$ cat src/rtl/fetch_pkg.sv
// Shared types and constants for the instruction fetch slice.
package fetch_pkg;

  localparam int XLEN = 32;
  localparam logic [XLEN-1:0] RESET_PC = '0;
  localparam logic [XLEN-1:0] NOP_INST = 32'h0000_0020;

  typedef struct packed {
    logic [XLEN-1:0] inst;
    logic [XLEN-1:0] pc;
  } fetch_pkt_t;

  // Word-granular sequential successor; wraps modulo 2^XLEN.
  function automatic logic [XLEN-1:0] pc_inc(input logic [XLEN-1:0] pc);
    return pc + {{(XLEN-1){1'b0}}, 1'b1};
  endfunction

endpackage

$ cat src/rtl/inst_fetch_unit_if.sv
// Fetch bus: instruction-memory address/data, execute redirect and decode handshake.
interface inst_fetch_unit_if;
  import fetch_pkg::*;

  logic [XLEN-1:0] mem_addr;
  logic [XLEN-1:0] mem_inst;
  logic            redirect_valid;
  logic [XLEN-1:0] redirect_target;
  logic            dec_valid;
  logic            dec_ready;
  logic [XLEN-1:0] dec_inst;
  logic [XLEN-1:0] dec_pc;

  modport master (
    output mem_addr, dec_valid, dec_inst, dec_pc,
    input  mem_inst, redirect_valid, redirect_target, dec_ready
  );

  modport slave (
    input  mem_addr, dec_valid, dec_inst, dec_pc,
    output mem_inst, redirect_valid, redirect_target, dec_ready
  );
endinterface

$ cat src/rtl/fetch_skid_buf.sv
// One-entry holding buffer for a fetched {inst, pc} packet; flush beats load beats drain.
module fetch_skid_buf
  import fetch_pkg::*;
(
  input  logic       clock,
  input  logic       reset,
  input  logic       load,
  input  logic       drain,
  input  logic       flush,
  input  fetch_pkt_t pkt_in,
  output logic       valid,
  output fetch_pkt_t pkt
);

  always_ff @(posedge clock) begin
    if (reset) begin
      valid <= 1'b0;
      pkt   <= '0;
    end else if (flush) begin
      valid <= 1'b0;
    end else if (load) begin
      valid <= 1'b1;
      pkt   <= pkt_in;
    end else if (drain) begin
      valid <= 1'b0;
    end
  end

endmodule

$ cat src/rtl/inst_fetch_unit.sv
// PC owner / fetch initiator for a 1-cycle synchronous instruction memory.
// Optional counters stat_fetched/stat_squashed exist when INST_FETCH_STATS_EN is defined.
module inst_fetch_unit #(
  parameter logic [fetch_pkg::XLEN-1:0] RESET_PC = fetch_pkg::RESET_PC
) (
  input  logic                      clock,
  input  logic                      reset,
  input  logic                      fetch_en,
`ifdef INST_FETCH_STATS_EN
  output logic [31:0]               stat_fetched,
  output logic [31:0]               stat_squashed,
`endif
  inst_fetch_unit_if.master         bus
);
  import fetch_pkg::*;

  logic [XLEN-1:0] pc;
  logic            req_valid;
  logic [XLEN-1:0] req_pc;
  logic            sk_valid;
  fetch_pkt_t      sk_pkt;
  fetch_pkt_t      live_pkt;
  fetch_pkt_t      out_pkt;
  logic            issue;
  logic            sk_load;
  logic            sk_drain;

  // Never more than one unconsumed word: stop issuing while one is stalled.
  assign issue    = fetch_en & (bus.dec_ready | (~sk_valid & ~req_valid));
  assign sk_load  = req_valid & ~sk_valid & ~bus.dec_ready & ~bus.redirect_valid;
  assign sk_drain = sk_valid & bus.dec_ready;

  assign live_pkt = '{inst: bus.mem_inst, pc: req_pc};
  assign out_pkt  = sk_valid ? sk_pkt : live_pkt;

  assign bus.mem_addr  = bus.redirect_valid ? bus.redirect_target : pc;
  assign bus.dec_valid = (sk_valid | req_valid) & ~bus.redirect_valid & ~reset;
  assign bus.dec_inst  = out_pkt.inst;
  assign bus.dec_pc    = out_pkt.pc;

  always_ff @(posedge clock) begin
    if (reset) begin
      pc        <= RESET_PC;
      req_valid <= 1'b0;
      req_pc    <= '0;
    end else if (bus.redirect_valid) begin
      if (fetch_en) begin
        req_valid <= 1'b1;
        req_pc    <= bus.redirect_target;
        pc        <= pc_inc(bus.redirect_target);
      end else begin
        req_valid <= 1'b0;
        pc        <= bus.redirect_target;
      end
    end else if (issue) begin
      req_valid <= 1'b1;
      req_pc    <= pc;
      pc        <= pc_inc(pc);
    end else begin
      req_valid <= 1'b0;
    end
  end

  fetch_skid_buf u_skid (
    .clock  (clock),
    .reset  (reset),
    .load   (sk_load),
    .drain  (sk_drain),
    .flush  (bus.redirect_valid),
    .pkt_in (live_pkt),
    .valid  (sk_valid),
    .pkt    (sk_pkt)
  );

`ifdef INST_FETCH_STATS_EN
  function automatic logic [31:0] sat_inc(input logic [31:0] v);
    return (v == 32'hFFFF_FFFF) ? v : v + 32'd1;
  endfunction

  always_ff @(posedge clock) begin
    if (reset) begin
      stat_fetched  <= '0;
      stat_squashed <= '0;
    end else begin
      if (bus.dec_valid & bus.dec_ready)
        stat_fetched <= sat_inc(stat_fetched);
      if (bus.redirect_valid & (req_valid | sk_valid))
        stat_squashed <= sat_inc(stat_squashed);
    end
  end
`endif

endmodule

$ cat src/flat_wrapper.sv
// flat-port wrapper written by rule: the top's interface ports become plain ports
module inst_fetch_unit_flat import fetch_pkg::*;
#(
  parameter logic [fetch_pkg::XLEN-1:0] RESET_PC = fetch_pkg::RESET_PC
)
  (clock, reset, fetch_en, bus_mem_addr, bus_dec_valid, bus_dec_inst, bus_dec_pc, bus_mem_inst, bus_redirect_valid, bus_redirect_target, bus_dec_ready);
  inst_fetch_unit_if bus_i ();
  input  logic clock;
  input  logic reset;
  input  logic fetch_en;
  output wire logic [$bits(bus_i.mem_addr)-1:0] bus_mem_addr;
  output wire logic [$bits(bus_i.dec_valid)-1:0] bus_dec_valid;
  output wire logic [$bits(bus_i.dec_inst)-1:0] bus_dec_inst;
  output wire logic [$bits(bus_i.dec_pc)-1:0] bus_dec_pc;
  input wire logic [$bits(bus_i.mem_inst)-1:0] bus_mem_inst;
  input wire logic [$bits(bus_i.redirect_valid)-1:0] bus_redirect_valid;
  input wire logic [$bits(bus_i.redirect_target)-1:0] bus_redirect_target;
  input wire logic [$bits(bus_i.dec_ready)-1:0] bus_dec_ready;
  assign bus_mem_addr = bus_i.mem_addr;
  assign bus_dec_valid = bus_i.dec_valid;
  assign bus_dec_inst = bus_i.dec_inst;
  assign bus_dec_pc = bus_i.dec_pc;
  assign bus_i.mem_inst = bus_mem_inst;
  assign bus_i.redirect_valid = bus_redirect_valid;
  assign bus_i.redirect_target = bus_redirect_target;
  assign bus_i.dec_ready = bus_dec_ready;
  inst_fetch_unit #(.RESET_PC(RESET_PC)) u_core (.clock(clock), .reset(reset), .fetch_en(fetch_en), .bus(bus_i));
endmodule
$ cat config.mk
export PLATFORM = sky130hd
export DESIGN_NAME = inst_fetch_unit_flat
export DESIGN_NICKNAME = d
export VERILOG_FILES = /design/src/rtl/fetch_pkg.sv /design/src/rtl/inst_fetch_unit_if.sv /design/src/rtl/fetch_skid_buf.sv /design/src/rtl/inst_fetch_unit.sv /design/src/flat_wrapper.sv
export SDC_FILE = /design/constraint.sdc
export NUM_CORES = 1
export LEC_CHECK = 0
export CAP_MARGIN = 20
export CELL_PAD_IN_SITES_DETAIL_PLACEMENT = 1
export CELL_PAD_IN_SITES_GLOBAL_PLACEMENT = 2
export CORE_ASPECT_RATIO = 1.1
export CORE_MARGIN = 8
export CORE_UTILIZATION = 27
export DETAILED_ROUTE_END_ITERATION = 10
export GPL_ROUTABILITY_DRIVEN = 0
export PLACE_DENSITY = 0.8
export SLEW_MARGIN = 25
export SYNTH_ARGS = -nofsm -noshare
export SYNTH_HDL_FRONTEND = slang
export SYNTH_SLANG_ARGS = --single-unit
$ cat constraint.sdc
create_clock -name clock -period 1.9 [get_ports clock]
set_input_delay 0.38 -clock clock [delete_from_list [all_inputs] [get_ports clock]]
set_output_delay 0.38 -clock clock [all_outputs]
set_load 0.02 [all_outputs]
==> results.ini, run 1 <==
[sta]
fmax_ghz = 0.4998
min_period_ps = 2001
skew_ps = 11.82
tightest_slew_ps = 540.9
hold_violations = 0
setup-violations-final = 42
finalMaxSlewViolations = 0
rsz0062_at_grt = true
fin_ws_ps = -100.9
finalCritPeriodShare = 1.053
relSlewSlack = 0.6394

[critical_path]
critPathKind = reg2out
end_kind = output port
cp.buffers_inverters = 4
cp_data_required_time_ps = 1520
r2r_slack_ps = 50
path_cells = buf_12 > buf_16 > buf_6 > mux2_4 > buf_6
r2r_start = u_core.pc[12]$_SDFFE_PP0P_
worstPathMaxFanout = 7
arrival_ps = 1620
r2r_cells = 5
worstSetupStartpointType = flip-flop
crit_path_max_incr_delay_ps = 390
slowest_stage = dfxtp_4
worst_r2r_endpoint = u_core.pc[31]$_SDFFE_PP0P_
cpMostUsedCell = buf_6
crit_family = buffers and inverters
worstSetupStartpoint = u_core.u_skid.valid$_SDFFE_PP0P_

[synth]
synthesis.nets = 887
async_flop_share = 0
syn_area_per_cell_um2 = 8.536
yosys_warnings = 0
synth.most_common_cell = nand2_1
syn_area_mm2 = 0.006965
yosys.area.top_type = dfxtp_1
synth_ff_type = dfxtp_1
synth_common_cells = nand2_1, dfxtp_1, mux2_2
ys_top_cells_by_area = dfxtp_1, mux2_2, nand2_1
yosys.cell_types.count = 51
yosysSeqAreaShare = 0.3736
synth_top_area_share = 0.3736
synthCells = 816
synth_seq_cells = 130
synth-edff-count = 0

[worst_hold_path]
whs_path_depth = 5
min_to = u_core.pc[9]$_SDFFE_PP0P_
hold_class = in2reg
min_from = reset

[job]
maxCapViolCount = 0

[floorplanning]
row_count = 61
die_area_mm2 = 0.03120
coreArea_mm2 = 0.02534
io-pin-count = 166
start_util = 0.2749
die_h_um = 184.5
dieWidth_um = 169.1

[detailed_routing]
wl_per_cell_um = 18.39
drt-pass1-iter-count = 4
first_iter_violations = 238
final_antenna_net_count = 0
avgViaCountPerCell = 4.835
vias = 7127
drc = 0
wl_um = 27110

[place]
dpl_worst_slack_ps = -459.8
hpwl_um = 19590
portBuffers = 165

[cts]
cts_buffer_depth = 2
insertion_delay_ps = 420
root_buffer = clkbuf_16
numCtsBuffers = 17
path_clk_slew_ps = 60
cts_tree = done
cts_sinks = 130
htree_levels = 4

[grt]
grt_pass1_wl_um = 42320
grt_pass1_vias = 7718
gr-total-overflow = 0
grt_max_degree = 65
grt_antenna_before_repair = 0
grt_use_total = 0.1718

[pwr]
power_density_mw_per_mm2 = 714.9
cellLeakagePower_uw = 0.004627
max-vdd-ir-drop_uv = 553.6
power.total_uw = 8004

[status]
failed_checks = negative setup slack
outcome = finished, violations left

[final_layout]
num_antenna_cells = 0
drive_above_1_share = 0.3715
nets = 1188
area_growth_pct = 60.75
fillers = 2972
post-route-util = 0.4419

==> kinds of logic after synthesis <==
kind of cell,count (synthesis),synth area share
flops,130,0.3736
mux,125,0.1958
simple gates,325,0.2240
fa+ha+maj,2,0.003592
xor+xnor,53,0.06664
compound gates,118,0.09844
buf+inv,63,0.03790
==> power by group <==
part | internal (uW) | leakage (uW) | switching, uW
registers | 2840 | 0.00106 | 91.2
logic | 803 | 0.00327 | 795
clock network | 2290 | 0.000297 | 1190
==> flip-flops by register name, indices dropped and copies added (netlist names) <==
| name | cells |
|---|---|
| u_core.u_skid.valid | 1 |
| u_core.req_pc | 32 |
| u_core.req_valid | 1 |
| u_core.pc | 32 |
| u_core.u_skid.pkt | 64 |
==> per-stage QoR <==
stage / std cells / TNS [ps] / cell area, um^2 / hold slack [ps]
after floorplan: 816 / 0 / 6965 / 432.9
after global placement: 1425 / -44050 / 10130 / 438.2
after detailed placement: 1425 / -46850 / 10130 / 447.0
after CTS: 1468 / -4652 / 10860 / 397.9
after global routing: 1474 / -4552 / 11200 / 431.1
final: 1474 / -1669 / 11200 / 424.8
==> worst register-to-register path, cell delays in order (launching register included) <==
cell and delay, ps:
dfxtp_2 330, nand4_1 180, or4_4 620, nor4_4 330
mux2i_1 210, o21ai_1 70
==> cell usage in the layout (no fill, tap or decap), drive strengths merged, types with 10 or more instances in the layout <==
master,n
nand4,25
dlygate4sd2,10
a211oi,15
clkbuf,28
xor2,30
inv,10
nor3,15
clkdlybuf4s50,51
nand3,24
nand2,161
o21ai,11
nor2,51
mux2i,35
a21oi,66
xnor2,23
o22ai,14
dlymetal6s2s,12
dfxtp,130
nor4,13
buf,253
mux2,90
==> final cells by class <==
cell class / count / area [um^2] / share of cell area
clock inverter: 5 / 125.1 / 0.01117
timing repair buffer: 335 / 3085 / 0.2756
multi-input combinational: 623 / 4418 / 0.3946
tap: 346 / 432.9 / 0.03866
sequential: 130 / 2613 / 0.2333
inverter: 10 / 37.54 / 0.003352
clock buffer: 25 / 485.5 / 0.04336
==> timing repair <==
item	in CTS	in global routing
pin swaps	7	17
resized for setup	443	118
setup endpoints to repair	99	96
setup buffers	9	7
gates cloned	4	0
hold buffers	0	0
==> worst max path at each step <==
stage | cells past startpoint | slack, ps | end
floorplan | 8 | 40 | u_core.u_skid.pkt[23]$_SDFFE_PP0P_
global placement | 8 | -400 | u_core.pc[24]$_SDFFE_PP0P_
detailed placement | 9 | -460 | u_core.pc[24]$_SDFFE_PP0P_
CTS | 3 | -180 | bus_dec_pc[20]
global route | 5 | -150 | bus_dec_inst[27]
finish | 5 | -100 | bus_dec_inst[27]
==> per-layer routing <==
metal / wire length (um) / up-vias / global-route usage
met5: 0 / - / 0
met2: 13510 / 160 / 0.2977
met3: 1546 / 22 / 0.04750
met1: 11690 / 3479 / 0.2024
met4: 368 / 0 / 0.05455
li1: - / 3466 / -
Note: power is estimated with default switching activity, not from simulation.
==> run 2, diff against run 1 <==
--- a/config.mk
+++ b/config.mk
@@ -14,6 +14,7 @@
 export DETAILED_ROUTE_END_ITERATION = 10
 export GPL_ROUTABILITY_DRIVEN = 0
 export PLACE_DENSITY = 0.8
+export SKIP_CTS_REPAIR_TIMING = 1
 export SLEW_MARGIN = 25
 export SYNTH_ARGS = -nofsm -noshare
 export SYNTH_HDL_FRONTEND = slang
==> run 2 against run 1 <==
Die area is the same. Largest power group unchanged. Largest cell class unchanged. Via count fell by 0.17%. Hold slack improved by 19 ps. Power is 1.2% higher. Critical endpoint is now bus_dec_pc[11]. The flow still finishes with violations (negative setup slack). Final cell count did not move. Highest routed layer unchanged. Worst setup slack worse by 24 ps.
==> results.ini, run 2 (synthesized netlist as in run 1, its figures left out) <==
[status]
outcome = finished, violations left
failed_checks = negative setup slack

[critical_path]
end_kind = output port
arrival_ps = 1640
worstSetupStartpointType = flip-flop
cp.buffers_inverters = 4
cp_data_required_time_ps = 1520
cpMostUsedCell = buf_6
crit_family = buffers and inverters
worstPathMaxFanout = 7
slowest_stage = dfxtp_4
critPathKind = reg2out
path_cells = buf_12 > buf_6 > clkbuf_16 > mux2_4 > buf_6
crit_path_max_incr_delay_ps = 360

[cts]
cts_buffer_depth = 2
path_clk_slew_ps = 60
htree_levels = 4
cts_sinks = 130
insertion_delay_ps = 410
cts_tree = done
numCtsBuffers = 17
root_buffer = clkbuf_16

[final_layout]
seq_area_mm2 = 0.002610
multi_input_area_mm2 = 0.004483
fillers = 2905
num_antenna_cells = 0
largest_register_ffs = 64
final_cell_mix = nand2_1, buf_4, dfxtp_1
biggestRegsByFlops = u_core.u_skid.pkt x64, u_core.pc x32, u_core.req_pc x32
final_common_cell = nand2_1
nets = 1188
regMostFlops = u_core.u_skid.pkt
drive_above_1_share = 0.3520
area_growth_pct = 67.07

[floorplanning]
dieWidth_um = 169.1
row_count = 61
die_h_um = 184.5
die_area_mm2 = 0.03120
start_util = 0.2749
io-pin-count = 166
coreArea_mm2 = 0.02534

[sta]
setup-violations-final = 52
setup_tns_ps = -2864
skew_ps = 9.966
fmax_ghz = 0.4939
finalMaxSlewViolations = 0
tightest_slew_ps = 551.9
fin_ws_ps = -124.6
min_period_ps = 2025
finalCritPeriodShare = 1.066
relSlewSlack = 0.6320
rsz0062_at_grt = true
hold_violations = 0

[grt]
grt_use_total = 0.1668
grt_max_degree = 65
grt_pass1_vias = 7540
grt_antenna_before_repair = 0
grt_pass1_wl_um = 41170
gr-total-overflow = 0

[detailed_routing]
first_iter_violations = 250
drt-pass1-iter-count = 4
drc = 0
final_antenna_net_count = 0
dr_wl_met3_um = 1717
vias = 7115
avgViaCountPerCell = 4.827
met1Wirelength_um = 11830
wl_per_cell_um = 18.82
top_layer = met4
wl_um = 27740
dr_wl_met2_um = 13770

[pwr]
cellLeakagePower_uw = 0.005045
max-vdd-ir-drop_uv = 550.1
power_density_mw_per_mm2 = 695.8

[place]
portBuffers = 165
dpl_worst_slack_ps = -459.8
hpwl_um = 19590

[job]
maxCapViolCount = 0

[worst_hold_path]
hold_class = in2reg

[run 2: cell count changes in the layout (fill, tap and decap cells not counted), sizes merged]
cell | previous run | this run
buf | 253 | 232
clkbuf | 28 | 36
clkdlybuf4s15 | 6 | 0
clkdlybuf4s50 | 51 | 48
dlygate4sd2 | 10 | 0
dlymetal6s2s | 12 | 44
[run 2: path summary, 6_finish.rpt]
kind	slack, ps	cells after the start	end	start
max	-120	5	bus_dec_pc[11]	u_core.u_skid.valid$_SDFFE_PP0P_
min	440	5	u_core.pc[9]$_SDFFE_PP0P_	reset
max reg2reg	80	7	u_core.pc[30]$_SDFFE_PP0P_	u_core.pc[1]$_SDFFE_PP0P_
min reg2reg	460	2	u_core.u_skid.pkt[2]$_SDFFE_PP0P_	u_core.u_skid.pkt[2]$_SDFFE_PP0P_
[run 2: worst min-delay path, delay by kind of cell]
family | cells | cell delay, ps
AOI/OAI and AO/OA | 2 | 120
buffers and inverters | 3 | 300
[run 2: final cells by class]
type                            count  share of cell area
Inverter                           10            0.003225
Clock buffer                       25             0.04172
Tap cell                          346             0.03720
Clock inverter                      5             0.01075
Sequential cell                   130              0.2243
Multi-Input combinational cell    623              0.3852
Timing Repair Buffer              335              0.2976
[run 2: where the power goes]
part | leakage (uW) | total (uW) | internal (uW) | switching (uW)
combinational | 0.00369 | 1700 | 889 | 806
sequential | 0.00106 | 2930 | 2840 | 93.3
clock | 0.000297 | 3470 | 2290 | 1190
total | 0.00505 | 8100 | 6010 | 2090
[run 2: metrics by stage]
stage / hold WS [ps] / cells / total power (uW) / area, um^2 / utilization
after floorplan: 432.9 / 816 / 3656 / 6965 / -
after global placement: 438.2 / 1425 / 4546 / 10130 / 0.4000
after detailed placement: 447.0 / 1425 / 4565 / 10130 / 0.4000
after CTS: 397.9 / 1455 / 8092 / 10750 / 0.4241
after global routing: 431.0 / 1474 / 8429 / 11640 / 0.4593
final: 443.8 / 1474 / 8098 / 11640 / 0.4593
[run 2: layer usage]
| metal | track usage | vias up |
|---|---|---|
| li1 | - | 3471 |
| met1 | 0.1971 | 3463 |
| met2 | 0.2870 | 160 |
| met3 | 0.04857 | 21 |
| met4 | 0.05207 | 0 |
| met5 | 0 | - |
